<file path="config.mk">
export PLATFORM = sky130hd
export DESIGN_NAME = hazard_unit
export DESIGN_NICKNAME = d
export VERILOG_FILES = /design/src/rtl/pipeline_pkg.sv /design/src/rtl/sat_counter.sv /design/src/rtl/hazard_unit.sv
export SDC_FILE = /design/constraint.sdc
export NUM_CORES = 1
export LEC_CHECK = 0
export BUFFER_PORTS_ARGS = -buffer_cell sky130_fd_sc_hd__buf_2
export CORE_MARGIN = 3
export CORE_UTILIZATION = 51
export CTS_BUF_LIST = sky130_fd_sc_hd__clkbuf_2
export DETAILED_ROUTE_END_ITERATION = 8
export PLACE_DENSITY = 0.83
export SETUP_SLACK_MARGIN = 0.1
export SYNTH_ARGS = -nofsm -noshare
export SYNTH_HDL_FRONTEND = slang
export SYNTH_SLANG_ARGS = --single-unit
</file>
<file path="constraint.sdc">
create_clock -name clk -period 2.1 [get_ports clk]
set_input_delay 0.525 -clock clk [delete_from_list [all_inputs] [get_ports clk]]
set_output_delay 0.525 -clock clk [all_outputs]
set_load 0.02 [all_outputs]
</file>
<file path="src/rtl/pipeline_pkg.sv">
// Shared encodings for the pipeline hazard unit: forwarding selects,
// the PC register number and the data-memory wait FSM states.
package pipeline_pkg;

    localparam logic [1:0] FWD_RF = 2'b00;  // operand from register file
    localparam logic [1:0] FWD_W  = 2'b01;  // operand from ResultW
    localparam logic [1:0] FWD_M  = 2'b10;  // operand from ALUResultM

    // R15 reads return PC+8, never a forwarded result
    localparam logic [3:0] R15 = 4'd15;

    typedef enum logic {
        RUN  = 1'b0,
        WAIT = 1'b1
    } mem_state_t;

    // Forwarding select for one Execute-stage source; Memory beats Writeback
    function automatic logic [1:0] fwd_sel(
        input logic       reg_write_m,
        input logic [3:0] wa3_m,
        input logic       reg_write_w,
        input logic [3:0] wa3_w,
        input logic [3:0] ra
    );
        logic [1:0] sel;
        sel = FWD_RF;
        if (ra != R15) begin
            if (reg_write_m && (wa3_m == ra)) begin
                sel = FWD_M;
            end else if (reg_write_w && (wa3_w == ra)) begin
                sel = FWD_W;
            end
        end
        return sel;
    endfunction

endpackage

</file>
<file path="src/rtl/sat_counter.sv">
// Saturating up-counter: counts cycles with inc high, sticks at all-ones.
module sat_counter #(
    parameter int W = 16
) (
    input  logic         clk,
    input  logic         rst_n,
    input  logic         inc,
    output logic [W-1:0] count
);

    // Increment on inc unless already saturated
    always_ff @(posedge clk or negedge rst_n) begin
        if (!rst_n) begin
            count <= '0;
        end else if (inc && (count != {W{1'b1}})) begin
            count <= count + W'(1);
        end
    end

endmodule

</file>
<file path="src/rtl/hazard_unit.sv">
// Hazard unit for the 5-stage ARM pipeline: operand forwarding, load-use
// and PC-write stalls, branch flushes, a data-memory wait FSM with timeout,
// and saturating stall/flush event counters.
//
// Memory handshake: MemReqM acts as valid and MemReadyM as ready. An access
// completes in the cycle both are high; while MemReqM is high and MemReadyM
// is low the whole pipeline is frozen (F/D/E/M held, W bubbled). Once a
// wait has started, release depends only on MemReadyM or the timeout.
module hazard_unit
    import pipeline_pkg::*;
#(
    parameter int MEM_TIMEOUT = 16,
    parameter int CNT_W       = 16
) (
    input  logic             clk,
    input  logic             reset,
    input  logic [3:0]       RA1D,
    input  logic [3:0]       RA2D,
    input  logic [3:0]       RA1E,
    input  logic [3:0]       RA2E,
    input  logic [3:0]       WA3E,
    input  logic [3:0]       WA3M,
    input  logic [3:0]       WA3W,
    input  logic             RegWriteM,
    input  logic             RegWriteW,
    input  logic             MemtoRegE,
    input  logic             PCWrPendingF,
    input  logic             PCSrcW,
    input  logic             BranchTakenE,
    input  logic             MemReqM,
    input  logic             MemReadyM,
    output logic [1:0]       ForwardAE,
    output logic [1:0]       ForwardBE,
    output logic             StallF,
    output logic             StallD,
    output logic             StallE,
    output logic             StallM,
    output logic             FlushD,
    output logic             FlushE,
    output logic             FlushW,
    output logic             MemErr,
    output logic [CNT_W-1:0] StallCount,
    output logic [CNT_W-1:0] FlushCount,
    output logic             MemState
);

    localparam int             WCW       = (MEM_TIMEOUT > 1) ? $clog2(MEM_TIMEOUT) : 1;
    localparam logic [WCW-1:0] WAIT_LAST = WCW'(MEM_TIMEOUT - 1);

    mem_state_t     state;
    logic [WCW-1:0] waitcnt;
    logic           timeout_hit;
    logic           ldr_stall;
    logic           memstall;

    assign timeout_hit = (waitcnt == WAIT_LAST);
    assign ldr_stall   = MemtoRegE && ((RA1D == WA3E) || (RA2D == WA3E));
    assign MemState    = (state == WAIT);

    // Memory stall: a new unfinished access, or an ongoing wait not yet timed out
    always_comb begin
        memstall = 1'b0;
        case (state)
            RUN:     memstall = MemReqM && !MemReadyM;
            WAIT:    memstall = !MemReadyM && !timeout_hit;
            default: memstall = 1'b0;
        endcase
    end

    // Forwarding, stall and flush controls; reset forces bubbles everywhere
    always_comb begin
        ForwardAE = fwd_sel(RegWriteM, WA3M, RegWriteW, WA3W, RA1E);
        ForwardBE = fwd_sel(RegWriteM, WA3M, RegWriteW, WA3W, RA2E);
        if (memstall) begin
            // Frozen branch/load keep their state and re-evaluate after release
            StallF = 1'b1;
            StallD = 1'b1;
            StallE = 1'b1;
            StallM = 1'b1;
            FlushD = 1'b0;
            FlushE = 1'b0;
            FlushW = 1'b1;
        end else begin
            StallF = (ldr_stall || PCWrPendingF) && !BranchTakenE;
            StallD = ldr_stall && !BranchTakenE;
            StallE = 1'b0;
            StallM = 1'b0;
            FlushD = PCWrPendingF || PCSrcW || BranchTakenE;
            FlushE = ldr_stall || BranchTakenE;
            FlushW = 1'b0;
        end
        if (!reset) begin
            ForwardAE = FWD_RF;
            ForwardBE = FWD_RF;
            StallF    = 1'b0;
            StallD    = 1'b0;
            StallE    = 1'b0;
            StallM    = 1'b0;
            FlushD    = 1'b1;
            FlushE    = 1'b1;
            FlushW    = 1'b1;
        end
    end

    // Memory wait FSM with cycle counter and sticky timeout error
    always_ff @(posedge clk or negedge reset) begin
        if (!reset) begin
            state   <= RUN;
            waitcnt <= '0;
            MemErr  <= 1'b0;
        end else begin
            case (state)
                RUN: begin
                    if (MemReqM && !MemReadyM) begin
                        state   <= WAIT;
                        waitcnt <= '0;
                    end
                end
                WAIT: begin
                    waitcnt <= waitcnt + WCW'(1);
                    if (MemReadyM) begin
                        state <= RUN;
                    end else if (timeout_hit) begin
                        state  <= RUN;
                        MemErr <= 1'b1;
                    end
                end
                default: state <= RUN;
            endcase
        end
    end

    sat_counter #(.W(CNT_W)) u_stall_cnt (
        .clk   (clk),
        .rst_n (reset),
        .inc   (StallF),
        .count (StallCount)
    );

    sat_counter #(.W(CNT_W)) u_flush_cnt (
        .clk   (clk),
        .rst_n (reset),
        .inc   (FlushE),
        .count (FlushCount)
    );

endmodule

</file>
# ---- Word level (Yosys, flattened, before mapping)
# Cells that the tools add are included.
dict set report classes {
  n_eq_ne 12
  n_addsub 3
  bitwise 2
  n_reduce_logical 20
  n_mux 26
}
# cell count
set op_table {}
lappend op_table {{$add 16x1->16 const B} 2}
lappend op_table {{$ne 16x16->1 const B} 2}
lappend op_table {{$eq 4x4->1} 6}
lappend op_table {{$mux 1} 16}
lappend op_table {{$mux 2} 6}
lappend op_table {{$logic_and 1x1->1} 11}
lappend op_table {{$ne 4x4->1 const B} 2}
lappend op_table {{$pmux 4 s2} 1}
lappend op_table {{$logic_or 1x1->1} 5}
lappend op_table {{$add 4x1->4 const B} 1}
lappend op_table {{$eq 4x4->1 const B} 1}
lappend op_table {{$mux 4} 1}
lappend op_table {{$pmux 1 s2} 2}
lappend op_table {{$logic_not 1->1} 3}
lappend op_table {{$reduce_and 3->1} 1}
lappend op_table {{$ne 2x2->1 const B} 1}
lappend op_table {{$not 1->1} 2}
dict set report totals {
  input_bits 38
  out_inout_bits 45
  ff_bits 38
}

# ---- Logic depth before layout (Yosys ltp)
# Gate-level depths: netlist (run 1).
dict set report depth {
  word_depth 8
  depth_mapped 8
  depth_no_buf 7
}

# ---- Hierarchy
# From an unflattened synthesis (run 1), not the netlist that was laid out.
dict set report unflattened {
  cells_unflattened 226
  area_unflattened_um2 2412.3
}
# module cells_each instances area_per_inst_um2
set modules_own_cells {}
lappend modules_own_cells {sat_counter 72 2 859.6}
lappend modules_own_cells {hazard_unit 82 1 693.2}

# ---- Least setup slack after synthesis (run 1)
# No wires, ideal clock.
dict set report synth_timing {
  path_type {register to output}
  start {register state, in the netlist MemState}
  end {output StallD}
  path_stages_with_launch 6
  arrival_ns 1.545
  path_slack_ns 0.030
  path_cell_list {dfrtp_1 > buf_6 > and4_4 > nor3_4 > and2_1 > or2_2}
}
dict set report synth_via {
  elab_chain_len 4
}
# element line
set synth_rtl {}
lappend synth_rtl {{start, declared} hazard_unit.sv:50} ;# mem_state_t state;
lappend synth_rtl {{start signal, assigned} hazard_unit.sv:108} ;# state <= RUN;
lappend synth_rtl {{start signal, assigned} hazard_unit.sv:115} ;# state <= WAIT;
lappend synth_rtl {{start signal, assigned} hazard_unit.sv:122} ;# state <= RUN;
lappend synth_rtl {{$not 1->1} -}
lappend synth_rtl {{$pmux 1 s2 *} hazard_unit.sv:63} ;# case (state)
lappend synth_rtl {{$mux 1 *} hazard_unit.sv:74} ;# if (memstall) begin
lappend synth_rtl {{$mux 1 *} hazard_unit.sv:92} ;# if (!reset) begin
lappend synth_rtl {{end, declared} hazard_unit.sv:35} ;# output logic StallD,
# Every way passes the cells marked *; elsewhere a longest branch is shown, timed or not.

# ---- Worst setup path in the final report (run 1)
dict set report layout_timing {
  start {register waitcnt[1]}
  end {output StallD}
}
dict set report layout_via {
  elab_chain_len 6
}
# element line
set layout_rtl {}
lappend layout_rtl {{start, declared} hazard_unit.sv:51} ;# logic [WCW-1:0] waitcnt;
lappend layout_rtl {{start signal, assigned} hazard_unit.sv:120} ;# waitcnt <= waitcnt + WCW'(1);
lappend layout_rtl {{$eq 4x4->1} hazard_unit.sv:56} ;# assign timeout_hit = (waitcnt == WAIT_LAST);
lappend layout_rtl {{$logic_not 1->1} hazard_unit.sv:65} ;# WAIT: memstall = !MemReadyM && !timeout_hit;
lappend layout_rtl {{$logic_and 1x1->1} hazard_unit.sv:65}
lappend layout_rtl {{$pmux 1 s2} hazard_unit.sv:63}
lappend layout_rtl {{$mux 1} hazard_unit.sv:74}
lappend layout_rtl {{$mux 1} hazard_unit.sv:92}
# No other way between the ends.

==> results.rst, run 1 <==
.. list-table::
   :header-rows: 1

   * - Metric
     - Value
   * - Result of the run
     - finished with violations
   * - Violations in the final reports
     - setup timing
   * - Met1 Wirelength
     - 2330 µm
   * - Internal portion of total power
     - 0.00157 W
   * - Congestion Overflow GR
     - 0
   * - Clock transition at the register clock pins on the worst setup and hold paths after CTS
     - 230 ps
   * - Share of post-route cells with drive strength above 1
     - 44.2%
   * - Routed wire length on met2
     - 2810 µm
   * - Power density over the cells
     - 816 mW/mm²
   * - Net count, final
     - 366
   * - Maximum fanout encountered on the critical timing path
     - 5
   * - Measured slew at the worst slew-check pin
     - 908 ps
   * - Part of the power in the clock network
     - 17.7%
   * - Achievable Freq
     - 419 MHz
   * - Width of the die
     - 71.5 µm
   * - Count of routing violations after the opening detailed-route iteration
     - 59
   * - FF-to-FF setup slack
     - 30 ps
   * - Fraction of the cycle the final worst path needs
     - 114%
   * - Slew Limit Headroom
     - 39.0%
   * - Largest buffer count on any clock path
     - 2
   * - Setup_tns
     - -1690 ps
   * - Total nets after synthesis
     - 256
   * - Max-capacitance violation count
     - 0
   * - CP Launch Type
     - register
   * - Sw Ratio
     - 37.8%
   * - Leading cell types in the layout, fill and taps excluded
     - buf_2, xnor2_1, dfrtp_1
   * - FF+latch area
     - 953 µm²
   * - Vias in the first global route
     - 1858
   * - Worst clock skew on the final layout
     - 33.4 ps
   * - Logic gate share of total power
     - 39.7%
   * - FFs w/ async S/R, synth
     - 100%
   * - Finished layout cell area
     - 0.00309 mm²
   * - H-tree Lvls
     - 2
   * - Worst Reg2Reg Path Length in Cells
     - 8
   * - Area of the multi-input gates
     - 0.00131 mm²
   * - Number of hold violations in the final report
     - 0
   * - Ports
     - 83
   * - Via density per instance
     - 5.37
   * - Post-layout min period
     - 2380 ps
   * - Number of diodes added for antenna fixing
     - 0
   * - Launching point of the worst reg2reg path
     - waitcnt[1]$_DFFE_PN0P_
   * - Port Buffer Count
     - 82
   * - Fraction of the yosys area taken by sequential cells
     - 43.4%
   * - Detailed Routing Iterations Pass 1
     - 6
   * - Average instance area after synthesis
     - 10.2 µm²
   * - Core Rows
     - 23
   * - Critical-path top delay cell
     - dfrtp_1
   * - Global-route usage over all layers
     - 21.2%
   * - Number of warnings printed during yosys synthesis
     - 0
   * - CTS tree
     - done
   * - Final setup margin
     - -284 ps
   * - Number of remaining DRC errors
     - 0
   * - Routability Congestion
     - 0.828
   * - Die H
     - 71.5 µm
   * - Sequential cell fraction of total power
     - 42.5%
   * - TritonCTS buffer count
     - 5
   * - Tot Pwr
     - 0.00252 W
   * - Reported net switching power
     - 0.000955 W
   * - Root Buffer
     - clkbuf_2
   * - Ordered cell list for the critical path
     - ha_2 > and4_4 > nor3_4 > and2_4 > or2_4 > buf_6
   * - Post-synthesis instance total
     - 215
   * - Seq cells post-synth
     - 38
   * - Highest metal layer used by the detailed router
     - met4
   * - Area of the die
     - 0.00512 mm²
   * - Final wirelength
     - 5710 µm
   * - Placed Area
     - 0.00271 mm²
   * - Endpoint of the worst-slack reg-to-reg timing path
     - u_stall_cnt.count[1]$_DFFE_PN0P_
   * - Unique masters post-synth
     - 34
   * - Insertion delay of the later-clocked pin in the worst-skew pair
     - 390 ps
   * - Biggest cell delay along the critical path
     - 450 ps
   * - Starting Density
     - 54.0%
   * - Pin count of the biggest net entering global routing
     - 24
   * - Total number of vias
     - 2019
   * - Total number of clock tree sinks
     - 38
   * - Required time reported for the critical path endpoint
     - 1570 ps
   * - P_leak
     - 1.48 nW
   * - Commonest register cell after synthesis
     - dfrtp_1
   * - EDFF count, synth
     - 0
   * - Layout fillers
     - 282
   * - Number of antenna violations at the first check in global routing
     - 0
   * - Number of endpoints failing setup at the final stage
     - 7
   * - Worst Path Arrival
     - 1860 ps
   * - Wire length of the first global-routing pass
     - 8600 µm
   * - Core region area
     - 0.00406 mm²
   * - WL met3
     - 499 µm
   * - Setup CP Type
     - reg -> out
   * - Number of pins with negative max-slew slack in the final report
     - 0
   * - Area growth from synthesis to layout
     - 41.1%
   * - Wire per inst
     - 15.2 µm
   * - Post-DP HPWL
     - 4010 µm
   * - Post-synthesis instance area
     - 0.00219 mm²
   * - Antenna Nets Post-Route
     - 0
   * - Setup repair after global routing missed its margin
     - true
   * - Leading cell type in the layout, fill and taps excluded
     - buf_2
   * - Worst IR Drop VDD
     - 990 µV
   * - Crit. End Element
     - output pin
   * - Worst min path class
     - in -> async
registers in the layout, indices dropped and copies added, names as in the netlist:
register and count:
u_flush_cnt.count 16, MemErr 1, MemState 1, u_stall_cnt.count 16, waitcnt 4
power groups by stage:
stage	sequential, W	clock, W	combinational [W]
final	0.00107	0.000448	0.00100
after global routing	0.00110	0.000503	0.00109
after CTS	0.00106	0.000465	0.000913
after detailed placement	0.00108	0	0.000863
after global placement	0.00107	0	0.000837
after floorplan	0.00123	0	0.000352
cell type report:
cell class | count | area share, %
Clock buffer | 5 | 0.810
Sequential cell | 38 | 30.9
Multi-Input combinational cell | 170 | 42.4
Inverter | 3 | 0.365
Timing Repair Buffer | 107 | 22.0
Clock inverter | 3 | 1.46
Tap cell | 50 | 2.03
worst max path at each step:
stage                     slack (ps)  cells after the start                              from                           endpoint
final                           -280                      6            waitcnt[1]$_DFFE_PN0P_                             StallD
after detailed placement          30                      6                           MemReqM                             StallD
after global routing            -410                      6            waitcnt[1]$_DFFE_PN0P_                             StallD
after global placement            50                      6                           MemReqM                             StallD
after floorplan                  110                      8  u_flush_cnt.count[1]$_DFFE_PN0P_  u_flush_cnt.count[14]$_DFFE_PN0P_
after CTS                       -330                      6            waitcnt[1]$_DFFE_PN0P_                             StallD
through the flow:
step / cells / hold slack (ps) / worst slack, ps / utilization, %
floorplan: 215 / 229 / 113 / -
global placement: 354 / 357 / 48.5 / 66.8
detailed placement: 354 / 360 / 34.8 / 66.8
CTS: 368 / 58.3 / -328 / 71.0
global route: 376 / 53.2 / -412 / 76.1
finish: 376 / 95.6 / -284 / 76.1
metal layers:
metal / vias to the layer above / GRT usage, %
met5: - / 0
met1: 962 / 27.1
met2: 79 / 34.7
met4: 0 / 6.47
li1: 971 / -
met3: 7 / 6.17
worst max-delay path: cells and delay by family (launching register included):
kind,cells,cell delay (ps)
flip-flops,1,450
AND/OR/NAND/NOR,4,710
adder cells (fa/ha/maj),1,190
buffers and inverters,1,100
cell families (layout without fill, tap and decap cells):
family                     Yosys count  after routing  share of synthesized area [%]
DFF                                 38             38                           43.4
muxes                                3              3                           1.66
and+or+nand+nor                     97             97                           25.0
AOI/OAI and AO/OA                   14             14                           4.80
buffers and inverters                7            118                           2.23
xor gates and xnor gates            53             53                           21.2
adders and majority gates            3              3                           1.71
synth_stat cells, types with 2 or more instances:
master / number / area share (%)
dfrtp_1: 38 / 43
and3_1: 8 / 2.3
ha_1: 3 / 1.7
nand3_1: 21 / 4.8
xnor2_1: 40 / 16
nand2b_1: 2 / 0.57
xor2_1: 13 / 5.2
inv_1: 3 / 0.51
buf_6: 2 / 1.0
o21ai_0: 7 / 1.6
nor2b_1: 3 / 0.86
nand2_1: 20 / 3.4
nor3_1: 2 / 0.46
nand4_1: 15 / 4.3
nor2_1: 10 / 1.7
buf_4: 2 / 0.69
nor4_1: 4 / 1.1
and4_1: 6 / 2.4
timing repair:
action / in CTS / in global routing
setup buffers: 5 / 8
cloned: 0 / 1
gates resized for setup: 17 / 37
endpoints found under the hold margin: 1 / 0
hold buffers: 1 / 0
endpoints found under the setup margin: 19 / 34
pin swaps: 5 / 13
Power figures use the tool's default switching activity.
==> run 2, diff against run 1 <==
Settings changed: HOLD_SLACK_MARGIN from default to 0.1, SETUP_SLACK_MARGIN 0.1 to 0.5, TNS_END_PERCENT from default to 20.
==> run 2 against run 1 <==
Against the previous run: power decreased by 0.47%; sequential cell count unchanged; die area unchanged; cell area increased by 2.6%; critical endpoint unchanged; worst setup slack improved by 16 ps; the flow still finishes with violations (setup timing); combinational power increased by 8%; first-iteration DRC count increased by 24%.
==> results.rst, run 2 (same netlist as run 1, synthesis figures left out) <==
.. list-table::
   :header-rows: 1

   * - Metric
     - Value
   * - Result of the run
     - finished with violations
   * - Violations in the final reports
     - setup timing
   * - Slew Limit Headroom
     - 65.9% (+27 points)
   * - Count of hold buffers inserted by post-cts repair
     - 0 (-1)
   * - Leading cell types in the layout, fill and taps excluded
     - buf_2, xnor2_1, dfrtp_1
   * - Maximum fanout encountered on the critical timing path
     - 5 (unchanged)
   * - Fraction of the cycle the final worst path needs
     - 113% (-0.75 points)
   * - Setup_tns
     - -1500 ps (+196 ps)
   * - FF-to-FF setup slack
     - 90 ps (+60 ps)
   * - Largest registers
     - u_flush_cnt.count x16, u_stall_cnt.count x16, waitcnt x4
   * - Detailed Routing Iterations Pass 1
     - 4 (-2)
   * - Total number of clock tree sinks
     - 38 (unchanged)
   * - Wire per inst
     - 16.4 µm (+7.7%)
   * - Final setup margin
     - -268 ps (+15.8 ps)
   * - Critical-path top delay cell
     - dfrtp_1
   * - Number of diodes added for antenna fixing
     - 0 (unchanged)
   * - Area growth from synthesis to layout
     - 44.7%
   * - Worst clock skew on the final layout
     - 33.2 ps (-0.158 ps)
   * - Filler-free cell count of the finished design
     - 367 (-2.4%)
   * - Number of antenna violations at the first check in global routing
     - 0 (unchanged)
   * - Width of the die
     - 71.5 µm (unchanged)
   * - Achievable Freq
     - 422 MHz (+0.67%)
   * - Area of the die
     - 0.00512 mm² (unchanged)
   * - Global-route usage over all layers
     - 22.2% (+1.0 points)
   * - Leading cell type in the layout, fill and taps excluded
     - buf_2
   * - Utilization after layout
     - 78.1% (+1.9 points)
   * - Ports
     - 83 (unchanged)
   * - Insertion delay of the later-clocked pin in the worst-skew pair
     - 370 ps (-20 ps)
   * - Measured slew at the worst slew-check pin
     - 508 ps (-400 ps)
   * - Post-layout min period
     - 2370 ps (-15.8 ps)
   * - P_leak
     - 1.50 nW (+1.1%)
   * - Post-DP HPWL
     - 3850 µm (-4.0%)
   * - Worst Reg2Reg Path Length in Cells
     - 8 (unchanged)
   * - H-tree Lvls
     - 2 (unchanged)
   * - Number of endpoints failing setup at the final stage
     - 7 (unchanged)
   * - Core region area
     - 0.00406 mm² (unchanged)
   * - Worst IR Drop VDD
     - 917 µV (-7.4%)
   * - Largest buffer count on any clock path
     - 2 (unchanged)
   * - Core Rows
     - 23 (unchanged)
   * - Net count, final
     - 357 (-2.5%)
   * - Placed Area
     - 0.00273 mm² (+0.74%)
   * - Antenna Nets Post-Route
     - 0 (unchanged)
   * - CP Launch Type
     - register
   * - Routability Congestion
     - 0.776 (-6.3%)
   * - Number of hold violations in the final report
     - 0 (unchanged)
   * - Final wirelength
     - 6000 µm (+5.2%)
   * - Count of routing violations after the opening detailed-route iteration
     - 73 (+24%)
   * - Gate family responsible for the most delay along the worst path
     - simple AND/OR/NAND/NOR gates
   * - Required time reported for the critical path endpoint
     - 1570 ps (about the same)
   * - Worst Path Arrival
     - 1840 ps (-20 ps)
   * - Root Buffer
     - clkbuf_2
   * - Crit. End Element
     - output pin
   * - Die H
     - 71.5 µm (unchanged)
   * - Pin count of the biggest net entering global routing
     - 27 (+13%)
   * - Number of remaining DRC errors
     - 0 (unchanged)
   * - Setup repair after global routing missed its margin
     - true
   * - Tot Pwr
     - 0.00251 W (-0.47%)
   * - Max-capacitance violation count
     - 0 (unchanged)
   * - Number of pins with negative max-slew slack in the final report
     - 0 (unchanged)
   * - Via density per instance
     - 5.51 (+2.7%)
   * - Finished layout cell area
     - 0.00317 mm² (+2.6%)
   * - CTS tree
     - done
   * - Worst min path class
     - in -> async
   * - Sum of buffers and inverters on the critical path
     - 1 (unchanged)
   * - Setup CP Type
     - reg -> out
   * - # placed instances
     - 353 (-0.28%)
   * - Port Buffer Count
     - 82 (unchanged)
   * - TritonCTS buffer count
     - 5 (unchanged)
   * - Endpoint of the worst-slack reg-to-reg timing path
     - u_stall_cnt.count[1]$_DFFE_PN0P_
   * - Total number of vias
     - 2024 (+0.25%)
   * - Clock transition at the register clock pins on the worst setup and hold paths after CTS
     - 210 ps (-20 ps)
   * - Ordered cell list for the critical path
     - ha_2 > and4_4 > nor3_4 > and2_4 > or2_4 > buf_6
   * - Vias in the first global route
     - 1979 (+6.5%)
   * - Wire length of the first global-routing pass
     - 9110 µm (+6.0%)
   * - Launching point of the worst reg2reg path
     - waitcnt[1]$_DFFE_PN0P_
   * - Starting Density
     - 54.0% (unchanged)
   * - Biggest cell delay along the critical path
     - 440 ps (about the same)
   * - Share of post-route cells with drive strength above 1
     - 47.3% (+3.1 points)
   * - Congestion Overflow GR
     - 0 (unchanged)
   * - Power density over the cells
     - 792 mW/mm² (-2.9%)
   * - Crit. path cell count
     - 6 (unchanged)
-- run 2: cell types whose count changed in the layout (fill, tap and decap cells not counted), moves of 5 or more --
cell / change
dfrtp_1: -7
xnor2_2: +5
dfrtp_2: +7
xnor2_1: -5
buf_6: +16
buf_4: -6
buf_2: -21
-- run 2: layer usage --
metal  up-vias  track usage (%)  part of all wire [%]
li1        960                -                     -
met1       984             27.3                    39
met2        74             38.6                    52
met3         6             7.01                   7.8
met4         0             4.18                   1.3
met5         -                0                     0
-- run 2: cell type report --
type,count,area [µm²]
clock inverters,2,10.0
inverters,3,11.3
multi-input cells,171,1370
fillers,249,890
repair buffers,97,723
well taps,50,62.6
flip-flops and latches,38,962
clock buffers,6,30.0
-- run 2: where the power goes --
| part | switching (W) | internal, W | leakage [nW] |
|---|---|---|---|
| Clock | 0.000227 | 0.0000840 | 0.0327 |
| Combinational | 0.000524 | 0.000560 | 0.974 |
| Sequential | 0.000214 | 0.000901 | 0.488 |
| Total | 0.000965 | 0.00155 | 1.50 |
-- run 2: worst max path at each step --
stage | endpoint | from | slack (ps)
floorplan | u_flush_cnt.count[14]$_DFFE_PN0P_ | u_flush_cnt.count[0]$_DFFE_PN0P_ | 180
global placement | u_flush_cnt.count[1]$_DFFE_PN0P_ | WA3E[2] | 20
detailed placement | u_flush_cnt.count[1]$_DFFE_PN0P_ | WA3E[3] | -30
CTS | StallD | waitcnt[0]$_DFFE_PN0P_ | -300
global route | StallD | waitcnt[0]$_DFFE_PN0P_ | -420
finish | StallD | waitcnt[1]$_DFFE_PN0P_ | -270
-- run 2: worst register-to-register path, delay by kind of cell, from the launching register on --
| kind | cells | cell delay, ps |
|---|---|---|
| and+or+nand+nor | 2 | 410 |
| buffers and inverters | 2 | 240 |
| DFF | 1 | 440 |
| AOI/OAI and AO/OA | 2 | 360 |
| adders and majority gates | 1 | 180 |
| muxes | 1 | 290 |
-- run 2: what timing repair did --
item | CTS | global route
gates resized for setup | 50 | 50
setup buffers | 5 | 0
gates cloned | 1 | 0
endpoints found under the hold margin | 0 | 0
endpoints found under the setup margin | 47 | 63
pin swaps | 28 | 17
-- run 2: stage by stage --
stage	hold WS, ps	setup WS, ps
after global placement	446	21.5
after CTS	133	-302
after floorplan	229	183
final	148	-268
after detailed placement	461	-31.9
after global routing	118	-418
